--- config.mk ---
export PLATFORM = sky130hd
export DESIGN_NAME = regfile_dumper
export DESIGN_NICKNAME = d
export VERILOG_FILES = /design/src/rtl/regfile_dumper.sv
export SDC_FILE = /design/constraint.sdc
export NUM_CORES = 1
export LEC_CHECK = 0
export BUFFER_PORTS_ARGS = -buffer_cell sky130_fd_sc_hd__buf_2
export CORE_MARGIN = 2
export CORE_UTILIZATION = 53
export CTS_BUF_LIST = sky130_fd_sc_hd__clkbuf_8
export DETAILED_ROUTE_END_ITERATION = 10
export PLACE_DENSITY_LB_ADDON = 0.2
export REMOVE_ABC_BUFFERS = 1
export SKIP_CTS_REPAIR_TIMING = 1
export SLEW_MARGIN = 15
export SYNTH_ARGS = -nofsm -noshare
export SYNTH_HDL_FRONTEND = slang
export SYNTH_SLANG_ARGS = --single-unit
--- constraint.sdc ---
create_clock -name clk -period 3.35 [get_ports clk]
set_input_delay 0.67 -clock clk [delete_from_list [all_inputs] [get_ports clk]]
set_output_delay 0.67 -clock clk [all_outputs]
set_load 0.03 [all_outputs]
--- src/rtl/regfile_dumper.sv ---
// regfile_dumper: debug read-out engine for a register file.
// On a start pulse it walks the register file's asynchronous read port in
// ascending index order and streams {index, value} beats over valid/ready.
// A done pulse follows acceptance of the final beat.
// Optional build macro: REGDUMP_SKIP_X0_EN -- when defined the walk starts
// at index 1 (x0 is skipped); ports are identical in both builds.
module regfile_dumper #(
  parameter int NUM_REGS   = 32,
  parameter int ADDR_WIDTH = 5,
  parameter int DATA_WIDTH = 32
) (
  input  logic                  clk,
  input  logic                  reset,
  input  logic                  start,
  output logic                  busy,
  output logic [ADDR_WIDTH-1:0] ra,
  input  logic [DATA_WIDTH-1:0] rd,
  output logic                  out_valid,
  input  logic                  out_ready,
  output logic [DATA_WIDTH-1:0] out_data,
  output logic [ADDR_WIDTH-1:0] out_idx,
  output logic                  done
);

  localparam logic [ADDR_WIDTH-1:0] LAST_IDX = ADDR_WIDTH'(NUM_REGS - 1);
`ifdef REGDUMP_SKIP_X0_EN
  localparam logic [ADDR_WIDTH-1:0] FIRST_IDX = ADDR_WIDTH'(1);
`else
  localparam logic [ADDR_WIDTH-1:0] FIRST_IDX = '0;
`endif

  typedef enum logic [1:0] {IDLE, FETCH, SEND, DONE} state_t;
  state_t state;

  // Walk FSM: FETCH samples the read port, SEND holds the beat until the
  // sink takes it, then either steps the address or finishes. The address
  // stops at the last index, so it never wraps.
  always_ff @(posedge clk or negedge reset) begin
    if (!reset) begin
      state     <= IDLE;
      ra        <= '0;
      out_valid <= 1'b0;
      out_data  <= '0;
      out_idx   <= '0;
      busy      <= 1'b0;
      done      <= 1'b0;
    end else begin
      case (state)
        IDLE: begin
          done <= 1'b0;
          if (start) begin
            ra    <= FIRST_IDX;
            busy  <= 1'b1;
            state <= FETCH;
          end
        end
        FETCH: begin
          out_data  <= rd;
          out_idx   <= ra;
          out_valid <= 1'b1;
          state     <= SEND;
        end
        SEND: begin
          if (out_valid && out_ready) begin
            out_valid <= 1'b0;
            if (ra == LAST_IDX) begin
              busy  <= 1'b0;
              done  <= 1'b1;
              state <= DONE;
            end else begin
              ra    <= ra + 1'b1;
              state <= FETCH;
            end
          end
        end
        DONE: begin
          // start seen here is dropped, not queued
          done  <= 1'b0;
          state <= IDLE;
        end
        default: state <= IDLE;
      endcase
    end
  end

endmodule

; ---- Word level (Yosys, flattened, before mapping)
; Cells that the tools add are included.
[classes]
addsub = 1
n_eq_ne = 8
mux = 17
n_reduce_logical = 11
[ops]
columns = op, n
row1 = 5-bit 2-to-1 mux, 3
row2 = 5-bit case mux with 2 select lines, 1
row3 = "2-bit inequality test, second input constant", 4
row4 = 2-bit case mux with 4 select lines, 1
row5 = 4-bit AND reduction, 2
row6 = 1-bit 2-to-1 mux, 6
row7 = 2-bit 2-to-1 mux, 3
row8 = 1-bit case mux with 2 select lines, 3
row9 = 2-bit nonzero test, 3
row10 = "5-bit by 1-bit adder with 5-bit output, second input constant", 1
row11 = "5-bit equality test, second input constant", 1
row12 = "2-bit equality test, second input constant", 2
row13 = 2-bit AND reduction, 2
row14 = 3-bit AND reduction, 1
row15 = "2-bit by 1-bit equality test with 1-bit output, second input constant", 1
row16 = 2-bit logical NOT, 1
row17 = 2-bit OR reduction, 1
row18 = 1-bit logical AND, 1
[word_totals]
register_bits = 47
in_bits = 36
output_inout_bits = 45
elab_cells = 44

; ---- Logic depth before layout (Yosys ltp)
; Gate-level depths: netlist of run 1.
[depth]
depth_word = 4
ltp_mapped = 6

; ---- Worst setup path before layout of run 1
; No wires, ideal clock.
[synth_timing]
path_type = reg2reg
startpoint = register ra[0]
endpoint = register ra[0]
setup_time_ns = 0.101
arrival_ns = 1.868
required_time_ns = 3.249
setup_slack_ns = 1.380
path_stages_with_launch = 7
n_path_buf = 0
period_less_slack_ns = 1.970
cell_sequence = dfrtp_1 > ha_1 > and3_1 > ha_1 > nand3b_2 > or2_4 > o311ai_2
[synth_between]
elab_chain_len = 4
[synth_lines]
columns = element, line_no
row1 = "start, declared", 16  ; output logic [ADDR_WIDTH-1:0] ra,
row2 = "start signal, assigned", 71  ; ra <= ra + 1'b1;
row3 = 5-bit by 1-bit adder with 5-bit output, 71
row4 = 5-bit 2-to-1 mux, 66  ; if (ra == LAST_IDX) begin
row5 = 5-bit 2-to-1 mux, 64  ; if (out_valid && out_ready) begin
row6 = 5-bit case mux with 2 select lines, 48  ; case (state)
; Several ways; a longest one is shown, not always the timed one. The select of a mux whose other input is x is not followed.
; A chain may end at the register's enable or synchronous reset.

; ---- Worst setup path after layout of run 1
; Ends and elaborated chain as after synthesis.

==> results of run 1 <==
## routing by layer
| layer | share of wire [%] | track usage, % | vias up |
|---|---|---|---|
| met4 | 0.89 | 7.03 | 0 |
| met5 | 0 | 0 | - |
| met1 | 43 | 24.9 | 698 |
| met2 | 49 | 32.0 | 54 |
| met3 | 6.8 | 5.56 | 4 |
| li1 | - | - | 665 |
## metrics by stage
step | hold WS [ps] | cells
4_1_cts | 488 | 272
3_5_place_dp | 469 | 264
3_3_place_gp | 461 | 264
2_1_floorplan | 374 | 136
5_1_grt | 506 | 272
6_report | 483 | 272
## final timing paths
| kind | start | to | slack, ps | cells past startpoint |
|---|---|---|---|---|
| min in group asynchronous | reset | out_data[6] | 520 | 1 |
| max in group asynchronous | reset | out_idx[0] | 2220 | 1 |
| worst max-delay path | ra[0] | ra[0] | 1390 | 6 |
| worst max register to register | ra[0] | ra[0] | 1390 | 6 |
| worst min register to register | out_idx[2] | out_idx[2] | 480 | 1 |
| worst min-delay path | out_idx[2] | out_idx[2] | 480 | 1 |
## worst max-delay path: stages (launching register included)
cell	delay, ps
sky130_fd_sc_hd__dfrtp_1	460
sky130_fd_sc_hd__ha_1	240
sky130_fd_sc_hd__and3_1	200
sky130_fd_sc_hd__ha_1	170
sky130_fd_sc_hd__nand3b_2	280
sky130_fd_sc_hd__or2_4	300
sky130_fd_sc_hd__o311ai_2	210
## sequential cells by signal (all words and copies together), names as in the netlist
| name | count |
|---|---|
| out_data | 32 |
| out_idx | 5 |
| ra | 5 |
| state | 2 |
| busy | 1 |
| done | 1 |
| out_valid | 1 |
## where the power goes
| group | switching, mW | leakage (nW) | internal, mW | total (mW) |
|---|---|---|---|---|
| Clock | 0.174 | 0.0695 | 0.295 | 0.469 |
| Combinational | 0.831 | 0.645 | 0.432 | 1.26 |
| Sequential | 0.122 | 0.569 | 0.806 | 0.928 |
## cell type report
class | instances | area [µm²] | share of cell area [%]
clock buffers | 5 | 68.8 | 2.71
clock inverters | 3 | 63.8 | 2.51
inverters | 5 | 18.8 | 0.738
multi-input cells | 84 | 756 | 29.7
flip-flops and latches | 47 | 1180 | 46.2
well taps | 48 | 60.1 | 2.36
repair buffers | 80 | 400 | 15.7
## Yosys cell counts
cell	count	share of area, %
sky130_fd_sc_hd__ha_1	7	4.4
sky130_fd_sc_hd__nand3b_2	1	0.57
sky130_fd_sc_hd__o22ai_1	1	0.32
sky130_fd_sc_hd__inv_1	4	0.76
sky130_fd_sc_hd__mux2_1	37	21
sky130_fd_sc_hd__nor2_1	2	0.38
sky130_fd_sc_hd__clkbuf_1	1	0.19
sky130_fd_sc_hd__o311ai_2	1	0.82
sky130_fd_sc_hd__or3_1	2	0.63
sky130_fd_sc_hd__o32a_1	1	0.51
sky130_fd_sc_hd__mux2i_1	2	1.0
sky130_fd_sc_hd__dfrtp_1	47	59
sky130_fd_sc_hd__o2bb2ai_1	1	0.44
sky130_fd_sc_hd__o311ai_1	1	0.44
sky130_fd_sc_hd__nand2_1	9	1.7
sky130_fd_sc_hd__nand3_1	5	1.3
sky130_fd_sc_hd__o21ai_1	2	0.51
sky130_fd_sc_hd__nor2b_1	1	0.32
sky130_fd_sc_hd__and3_1	1	0.32
sky130_fd_sc_hd__buf_4	2	0.76
sky130_fd_sc_hd__inv_2	1	0.19
sky130_fd_sc_hd__or2_4	1	0.44
sky130_fd_sc_hd__a21oi_1	4	1.0
sky130_fd_sc_hd__buf_2	2	0.51
sky130_fd_sc_hd__o211ai_1	5	1.9
## cell families after synthesis
group,Yosys count,share of synthesized area (%)
DFF,47,59.5
muxes,39,22.1
and+or+nand+nor,22,5.63
AOI/OAI and AO/OA,16,5.95
buffers and inverters,10,2.40
adders and majority gates,7,4.43
==> parameters.txt, run 1 <==
Parameter                              Value

Power
  Overall power of the completed layout    2.66 mW
  Power Density    1050 mW/mm²
  Leakage power total    1.28 nW
  Maximum VDD drop    0.457 mV

Place
  GP Congestion    0.875
  Final HPWL DP    2830 µm
  Input/output buffers    80
  Post-Place Cell Area    0.00241 mm²
  Pre-CTS WS    1420 ps

Layout
  Utilization after layout    70.0%
  Most frequent standard cell in the layout excluding fill and tap cells    sky130_fd_sc_hd__buf_2
  Top library cells by usage in the layout, fill and taps aside    sky130_fd_sc_hd__buf_2, sky130_fd_sc_hd__dfrtp_1, sky130_fd_sc_hd__mux2_1
  Share of cells above drive strength 1    41.1%
  Number of antenna cells inserted    0
  Synthesis-to-layout area growth    28.7%
  Post-layout net count    266
  Final standard cell area without fillers    0.00254 mm²
  Fill cell total of the finished layout    276

STA
  Max-slew violation count    0
  Minimum setup slack in the final design    1390 ps
  Hold violation total from the final report    0
  Setup violations, final    0
  Least-Margin Pin Slew    971 ps
  Setup repair after global routing missed its margin    false
  Setup_tns    0 ps
  Final cycle utilization of the critical path    58.5%
  Post-layout min period    1960 ps
  Worst max-slew margin expressed relative to the limit    35.3%
  Achievable clock frequency    510 MHz
  Layout Skew    8.48 ps

Min path
  Min-Delay Path Class    reg -> reg

GRT
  Antenna violations before repair    0
  Vias in the first global route    1,369
  Total GRT Usage    19.5%
  First-pass GRT wire length    6290 µm
  Largest net degree at the start of global routing    48
  Gr ovfl total    0

CTS
  Clk root buf    sky130_fd_sc_hd__clkbuf_8
  Inserted Clock Buffers    5
  Bufs on Longest Clock Path    2
  # H-tree levels    2
  CTS tree    done
  Clock sink count    47
  Clock latency at the later pin of the worst-skew pair    300 ps
  Clock transition at the registers of the reported paths    70 ps

Synthesis
  Cell count after synthesis    141
  Flops & latches, synth    47
  Netlist Area Pre-Place    0.00198 mm²
  Distinct cell type count after synthesis    25
  Warnings from Yosys    0
  Average size of a mapped cell    14.0 µm²
  Sequential fraction of the synthesis area    59.5%

Floorplan
  Starting utilization of the core area    54.4%
  Die ar.    0.00423 mm²
  Die width    65.1 µm
  CORE AREA    0.00363 mm²
  Top-level I/O count    81
  Height of the die    65.1 µm
  Cell row count    22

Detailed routing
  Pre-antenna DRT Iters    4
  # DRC    0
  Total length of routed wires    3830 µm
  First DRT Iteration DRCs    90
  Vias    1,421
  Antenna-violating nets left    0
  Ratio of routed vias to standard cells    5.22
  Average wire per standard cell    14.1 µm

Status
  Result of the run    finished, final reports clean

Worst setup path
  Class of the most critical setup path    reg -> reg
  Maximum fanout along the worst path    8
  Type of destination of the critical path    flop
  Required time of the critical path    3540 ps
  Critical path startpoint category    flop
  Arrival time of the worst setup path    2150 ps

Run
  Max-cap violations    0
No activity file was read; power rests on OpenSTA's default activity.
==> run 2, diff against run 1 <==
Settings changed: CORE_UTILIZATION 53 to 49.
Clock period 3.35 ns to 1.9 ns, I/O delays scaled along.
==> run 2 against run 1 <==
Largest cell class unchanged. Hold slack lost 430 ps. Maximum frequency up 12%. Setup slack worse by 1200 ps. Clock power grew 23%. Via count decreased by 1.6%. Sequential share of layout area is 0.45 points lower. Final area increased by 0.98%. Critical path depth stayed put. Power is 68% higher.
==> parameters.txt, run 2 (synthesis results as in run 1) <==
Parameter                              Value

Place
  Pre-CTS WS    58.1 ps (was 1420 ps)
  GP Congestion    0.793 (was 0.875)
  Final HPWL DP    2980 µm (was 2830 µm)
  Input/output buffers    80 (unchanged)

GRT
  Routing usage on met1    19.7% (was 24.9%)
  Vias in the first global route    1,367 (was 1,369)
  Routing layer with the top usage in global route    met2 (unchanged)
  Gr ovfl total    0 (unchanged)
  Antenna violations before repair    0 (unchanged)
  GR Util met3    3.67% (was 5.56%)
  Total GRT Usage    17.6% (was 19.5%)
  Largest net degree at the start of global routing    27 (was 48)
  GRT met2 Usage    31.1% (was 32.0%)
  First-pass GRT wire length    5870 µm (was 6290 µm)

Power
  Maximum VDD drop    0.867 mV (was 0.457 mV)
  Power Density    1740 mW/mm² (was 1050 mW/mm²)
  Overall power of the completed layout    4.47 mW (was 2.66 mW)
  Leakage power total    1.29 nW (was 1.28 nW)

STA
  Hold violation total from the final report    0 (unchanged)
  Worst max-slew margin expressed relative to the limit    64.3% (was 35.3%)
  Layout Skew    2.24 ps (was 8.48 ps)
  Setup repair after global routing missed its margin    false (unchanged)
  Minimum setup slack in the final design    145 ps (was 1390 ps)
  Setup_tns    0 ps (unchanged)
  Least-Margin Pin Slew    535 ps (was 971 ps)
  Post-layout min period    1760 ps (was 1960 ps)
  Max-slew violation count    0 (unchanged)
  Worst hold margin    53.4 ps (was 483 ps)
  Final cycle utilization of the critical path    92.4% (was 58.5%)
  Achievable clock frequency    570 MHz (was 510 MHz)
  Setup violations, final    0 (unchanged)

CTS
  CTS tree    done (unchanged)
  # H-tree levels    2 (unchanged)
  Clock transition at the registers of the reported paths    80 ps (was 70 ps)
  Clock latency at the later pin of the worst-skew pair    290 ps (was 300 ps)
  Clk root buf    sky130_fd_sc_hd__clkbuf_8 (unchanged)
  Bufs on Longest Clock Path    2 (unchanged)
  Inserted Clock Buffers    5 (unchanged)
  Clock sink count    47 (unchanged)

Detailed routing
  Total length of routed wires    3780 µm (was 3830 µm)
  Vias    1,398 (was 1,421)
  Pre-antenna DRT Iters    4 (unchanged)
  Average wire per standard cell    13.5 µm (was 14.1 µm)
  First DRT Iteration DRCs    41 (was 90)
  Ratio of routed vias to standard cells    4.99 (was 5.22)
  Antenna-violating nets left    0 (unchanged)
  # DRC    0 (unchanged)

Layout
  FF+latch area    0.00118 mm² (unchanged)
  Most frequent standard cell in the layout excluding fill and tap cells    sky130_fd_sc_hd__buf_2 (unchanged)
  Multi-input combinational cell area    764 µm² (was 756 µm²)
  Share of cells above drive strength 1    43.0% (was 41.1%)
  Largest registers ranked by flip-flop count    out_data (32), out_idx (5), ra (5) (unchanged)
  Post-layout net count    272 (was 266)
  Top library cells by usage in the layout, fill and taps aside    sky130_fd_sc_hd__buf_2, sky130_fd_sc_hd__dfrtp_1, sky130_fd_sc_hd__mux2_1 (unchanged)
  Synthesis-to-layout area growth    29.9% (was 28.7%)
  Number of antenna cells inserted    0 (unchanged)
  Flip-flop count of the largest register after layout    32 (unchanged)
  Fill cell total of the finished layout    317 (was 276)
  Largest Register    out_data (unchanged)

Floorplan
  Cell row count    23 (was 22)
  CORE AREA    0.00394 mm² (was 0.00363 mm²)
  Die ar.    0.00456 mm² (was 0.00423 mm²)
  Top-level I/O count    81 (unchanged)
  Height of the die    67.5 µm (was 65.1 µm)
  Starting utilization of the core area    50.1% (was 54.4%)
  Die width    67.5 µm (was 65.1 µm)

Worst setup path
  Type of destination of the critical path    flop (unchanged)
  Class of the most critical setup path    reg -> reg (unchanged)
  Critical path startpoint category    flop (unchanged)
  Required time of the critical path    2100 ps (was 3540 ps)
  Arrival time of the worst setup path    1960 ps (was 2150 ps)
  Maximum fanout along the worst path    8 (unchanged)

Run
  Max-cap violations    0 (unchanged)

Status
  Result of the run    finished, final reports clean (unchanged)

Min path
  Min-Delay Path Class    in -> async (was reg -> reg)
-- run 2: changes by cell type in the layout (fill, tap and decap cells not counted), sizes merged --
cell | previous run | this run
buf | 80 | 86
bufinv | 2 | 0
clkinv | 0 | 1
clkinvlp | 0 | 2
inv | 6 | 5
-- run 2: path summary, 6_finish.rpt --
kind                             from            to  slack [ps]  depth (start not counted)
setup / recovery                ra[0]         ra[0]         140                          6
hold / removal                  reset   out_data[0]          50                          1
setup reg to reg                ra[0]         ra[0]         140                          6
hold reg to reg            out_idx[2]    out_idx[2]         480                          1
max in group asynchronous       reset  out_data[17]        1340                          2
min in group clk                rd[0]   out_data[0]         290                          2
-- run 2: final cells by class --
cell class,count,area share [%]
Inverter,5,0.731
Multi-Input combinational cell,84,29.8
Tap cell,50,2.44
Clock inverter,3,0.779
Timing Repair Buffer,86,17.8
Sequential cell,47,45.8
Clock buffer,5,2.68
-- run 2: where the power goes --
| part | switching, mW | internal, mW | total [mW] |
|---|---|---|---|
| clock | 0.319 | 0.256 | 0.575 |
| combinational | 1.48 | 0.805 | 2.29 |
| sequential | 0.192 | 1.42 | 1.61 |
| total | 1.99 | 2.48 | 4.47 |
-- run 2: critical path, cell delays in order, from the launching register on --
cell	delay [ps]
sky130_fd_sc_hd__dfrtp_1	390
sky130_fd_sc_hd__ha_1	210
sky130_fd_sc_hd__and3_1	210
sky130_fd_sc_hd__ha_1	180
sky130_fd_sc_hd__nand3b_4	190
sky130_fd_sc_hd__or2_4	280
sky130_fd_sc_hd__o311ai_2	210
-- run 2: metrics by stage --
step,cell area [µm²],util [%],std cells
final,2570,65.2,280
after global routing,2570,65.2,280
after CTS,2560,64.9,280
after detailed placement,2470,62.7,272
after global placement,2470,62.7,272
after floorplan,1950,-,136
-- run 2: metal layers --
metal	wire [µm]	vias up
met2	1960	45
met5	0	-
met4	61	0
li1	-	679
met3	221	5
met1	1530	669
==> run 3, diff against run 2 <==
--- a/config.mk
+++ b/config.mk
@@ -7,5 +7,6 @@
 export LEC_CHECK = 0
+export ABC_AREA = 1
 export BUFFER_PORTS_ARGS = -buffer_cell sky130_fd_sc_hd__buf_2
 export CORE_MARGIN = 2
-export CORE_UTILIZATION = 49
+export CORE_UTILIZATION = 51
 export CTS_BUF_LIST = sky130_fd_sc_hd__clkbuf_8
--- a/constraint.sdc
+++ b/constraint.sdc
@@ -3,2 +3,2 @@
 set_output_delay 0.38 -clock clk [all_outputs]
-set_load 0.03 [all_outputs]
+set_load 0.05 [all_outputs]
==> run 3 against run 2 <==
Via count grew 4.0%. Flip-flop and latch count is the same. Synthesized cell count grew 15%. Largest cell class unchanged. Highest routed layer unchanged. Setup slack improved by 80 ps. Register-to-register slack gained 80 ps. Core utilization grew 2.1 points. Final cell count grew 6.4%. Routed wire length rose by 12%. Critical path depth up 3. Hold slack barely moved. Sequential share of layout area decreased by 2.7 points.
==> parameters.txt, run 3 <==
Parameter                              Value

Synthesis
  Average size of a mapped cell    13.5 µm² (was 14.0 µm²)
  Distinct cell type count after synthesis    24 (was 25)
  Share of flip-flops with an asynchronous set or reset after synthesis    100% (unchanged)
  Compound-Gate Fraction of Synth Area    4.85% (was 5.95%)
  Fraction of post-synthesis cell area in the top cell type by area    53.6% (was 59.5%)
  Count of flip-flops with a built-in enable after synthesis    0 (unchanged)
  Area fraction in and, or, nand and nor cells after synthesis    9.01% (was 5.63%)
  Warnings from Yosys    0 (unchanged)
  Cell count after synthesis    162 (was 141)
  Combinational family with the most area after synthesis    multiplexers (unchanged)
  Fraction of the mapped netlist area in adder cells    3.99% (was 4.43%)
  Synth area leaders    sky130_fd_sc_hd__dfrtp_1, sky130_fd_sc_hd__mux2_4, sky130_fd_sc_hd__ha_1 (was sky130_fd_sc_hd__dfrtp_1, sky130_fd_sc_hd__mux2_1, sky130_fd_sc_hd__ha_1)
  Flops & latches, synth    47 (unchanged)
  Most frequently used cell type in the post-synthesis netlist    sky130_fd_sc_hd__dfrtp_1 (unchanged)
  Netlist Area Pre-Place    0.00219 mm² (was 0.00198 mm²)
  Multiplexer share of the synthesized area    23.1% (was 22.1%)
  Sequential fraction of the synthesis area    53.6% (was 59.5%)
  Cell type with the highest aggregate area in the netlist    sky130_fd_sc_hd__dfrtp_1 (unchanged)
  Xor and xnor area share after synthesis    0% (unchanged)
  Top FF cell, synth    sky130_fd_sc_hd__dfrtp_1 (unchanged)
  Commonest cells in the netlist    sky130_fd_sc_hd__dfrtp_1, sky130_fd_sc_hd__mux2_4, sky130_fd_sc_hd__nand2_1 (was sky130_fd_sc_hd__dfrtp_1, sky130_fd_sc_hd__mux2_1, sky130_fd_sc_hd__nand2_1)

Detailed routing
  Pre-antenna DRT Iters    4 (unchanged)
  # DRC    0 (unchanged)
  Ratio of routed vias to standard cells    4.88 (was 4.99)
  First DRT Iteration DRCs    89 (was 41)
  Vias    1,454 (was 1,398)
  Antenna-violating nets left    0 (unchanged)
  Total length of routed wires    4230 µm (was 3780 µm)
  Average wire per standard cell    14.2 µm (was 13.5 µm)

Floorplan
  Height of the die    69.6 µm (was 67.5 µm)
  Die width    69.6 µm (was 67.5 µm)
  Top-level I/O count    81 (unchanged)
  Cell row count    23 (unchanged)
  CORE AREA    0.00406 mm² (was 0.00394 mm²)
  Starting utilization of the core area    54.1% (was 50.1%)
  Die ar.    0.00484 mm² (was 0.00456 mm²)

Worst setup path
  Count of buffer and inverter cells on the critical path    1 (was 0)
  CP max stage cell    sky130_fd_sc_hd__dfrtp_1 (unchanged)
  Stage delay of the slowest cell on the critical path    430 ps (was 390 ps)
  Arrival time of the worst setup path    1850 ps (was 1960 ps)
  Required time of the critical path    2070 ps (was 2100 ps)
  Maximum fanout along the worst path    5 (was 8)
  Dominant delay contributor by cell family on the critical path    flip-flops (was simple AND/OR/NAND/NOR gates)
  Critical Path Most Common Cell    sky130_fd_sc_hd__nand2_1 (was sky130_fd_sc_hd__ha_1)
  Class of the most critical setup path    reg -> reg (unchanged)
  Critical path startpoint category    flop (unchanged)
  Cell-by-cell listing of the critical path    ha_1 -> nand2_1 -> nor2_2 -> ha_1 -> inv_1 -> nand2_1 -> o21ai_0 -> o21ai_0 -> nand2_1 (was ha_1 -> and3_1 -> ha_1 -> nand3b_4 -> or2_4 -> o311ai_2)
  Type of destination of the critical path    flop (unchanged)

STA
  Setup violations, final    0 (unchanged)
  Post-layout min period    1680 ps (was 1760 ps)
  Worst hold margin    53.9 ps (was 53.4 ps)
  Max-slew violation count    0 (unchanged)
  Hold violation total from the final report    0 (unchanged)
  Layout Skew    9.01 ps (was 2.24 ps)
  Setup repair after global routing missed its margin    false (unchanged)
  Least-Margin Pin Slew    520 ps (was 535 ps)
  Worst max-slew margin expressed relative to the limit    65.3% (was 64.3%)
  Achievable clock frequency    597 MHz (was 570 MHz)
  Final cycle utilization of the critical path    88.2% (was 92.4%)

CTS
  Clock sink count    47 (unchanged)
  Inserted Clock Buffers    5 (unchanged)
  Clock transition at the registers of the reported paths    90 ps (was 80 ps)
  Bufs on Longest Clock Path    2 (unchanged)
  # H-tree levels    2 (unchanged)
  CTS tree    done (unchanged)
  Clock latency at the later pin of the worst-skew pair    290 ps (about the same)
  Clk root buf    sky130_fd_sc_hd__clkbuf_8 (unchanged)

Place
  Final HPWL DP    3150 µm (was 2980 µm)
  Post-Place Cell Area    0.00264 mm² (was 0.00247 mm²)
  Dpl cells    291 (was 272)
  Input/output buffers    80 (unchanged)
  GP Congestion    0.844 (was 0.793)

Layout
  Largest Register    out_data (unchanged)
  Final standard cell area without fillers    0.00273 mm² (was 0.00257 mm²)
  Post-layout instance count excluding filler cells    298 (was 280)
  Number of antenna cells inserted    0 (unchanged)
  Share of cells above drive strength 1    55.6% (was 43.0%)
  Synthesis-to-layout area growth    24.3% (was 29.9%)
  Post-layout net count    291 (was 272)
  Most frequent standard cell in the layout excluding fill and tap cells    sky130_fd_sc_hd__buf_2 (unchanged)
  FF+latch area    0.00118 mm² (unchanged)
  Largest registers ranked by flip-flop count    out_data (32), out_idx (5), ra (5) (unchanged)
  Flip-flop count of the largest register after layout    32 (unchanged)
  Multi-input combinational cell area    903 µm² (was 764 µm²)
  Top library cells by usage in the layout, fill and taps aside    sky130_fd_sc_hd__buf_2, sky130_fd_sc_hd__dfrtp_1, sky130_fd_sc_hd__mux2_4 (was sky130_fd_sc_hd__buf_2, sky130_fd_sc_hd__dfrtp_1, sky130_fd_sc_hd__mux2_1)
  Fill cell total of the finished layout    318 (was 317)

GRT
  Vias in the first global route    1,437 (was 1,367)
  Routing layer with the top usage in global route    met2 (unchanged)
  Total GRT Usage    18.2% (was 17.6%)
  GRT met2 Usage    27.2% (was 31.1%)
  Largest net degree at the start of global routing    25 (was 27)
  Routing usage on met1    26.5% (was 19.7%)
  Gr ovfl total    0 (unchanged)
  First-pass GRT wire length    7080 µm (was 5870 µm)
  GR Util met3    4.36% (was 3.67%)
  Antenna violations before repair    0 (unchanged)

Min path
  Min-Delay Path Class    in -> async (unchanged)

Run
  Max-cap violations    0 (unchanged)

Status
  Result of the run    finished, final reports clean (unchanged)
[run 3: kinds of logic after synthesis]
logic type,count (synthesis)
flip-flops,47
AND/OR/NAND/NOR,37
multiplexers,34
buffers and inverters,20
AO/OA/AOI/OAI,17
adder cells (fa/ha/maj),7
[run 3: worst paths after layout]
check	endpoint	start	slack [ps]	depth (start not counted)
max in group asynchronous	out_data[23]	reset	1270	2
worst min-delay path	out_data[15]	reset	50	1
worst max-delay path	busy	ra[1]	220	9
worst max register to register	busy	ra[1]	220	9
min in group clk	out_valid	out_ready	290	2
worst min register to register	out_data[21]	out_data[21]	510	1
[run 3: final cells by class]
| type | count | area share [%] |
|---|---|---|
| Clock inverter | 2 | 0.505 |
| Timing Repair Buffer | 85 | 16.5 |
| Inverter | 14 | 1.93 |
| Sequential cell | 47 | 43.1 |
| Multi-Input combinational cell | 95 | 33.1 |
| Clock buffer | 5 | 2.52 |
| Tap cell | 50 | 2.29 |
[run 3: per-stage QoR]
stage	worst slack (ps)	TNS (ps)	utilization [%]
2_1_floorplan	-527	-18090	-
3_3_place_gp	255	0	65.1
3_5_place_dp	212	0	65.1
4_1_cts	183	0	67.2
5_1_grt	8.12	0	67.2
6_report	224	0	67.2
[run 3: per-layer routing]
metal | routed length, µm | up-vias
met5 | 0 | -
met4 | 17 | 0
met3 | 238 | 2
met2 | 2020 | 42
met1 | 1950 | 704
li1 | - | 706
Power of run 3 is left out: the tool's default activity adds up to more than one toggle a clock period on the data nets, which glitch-free logic cannot reach.
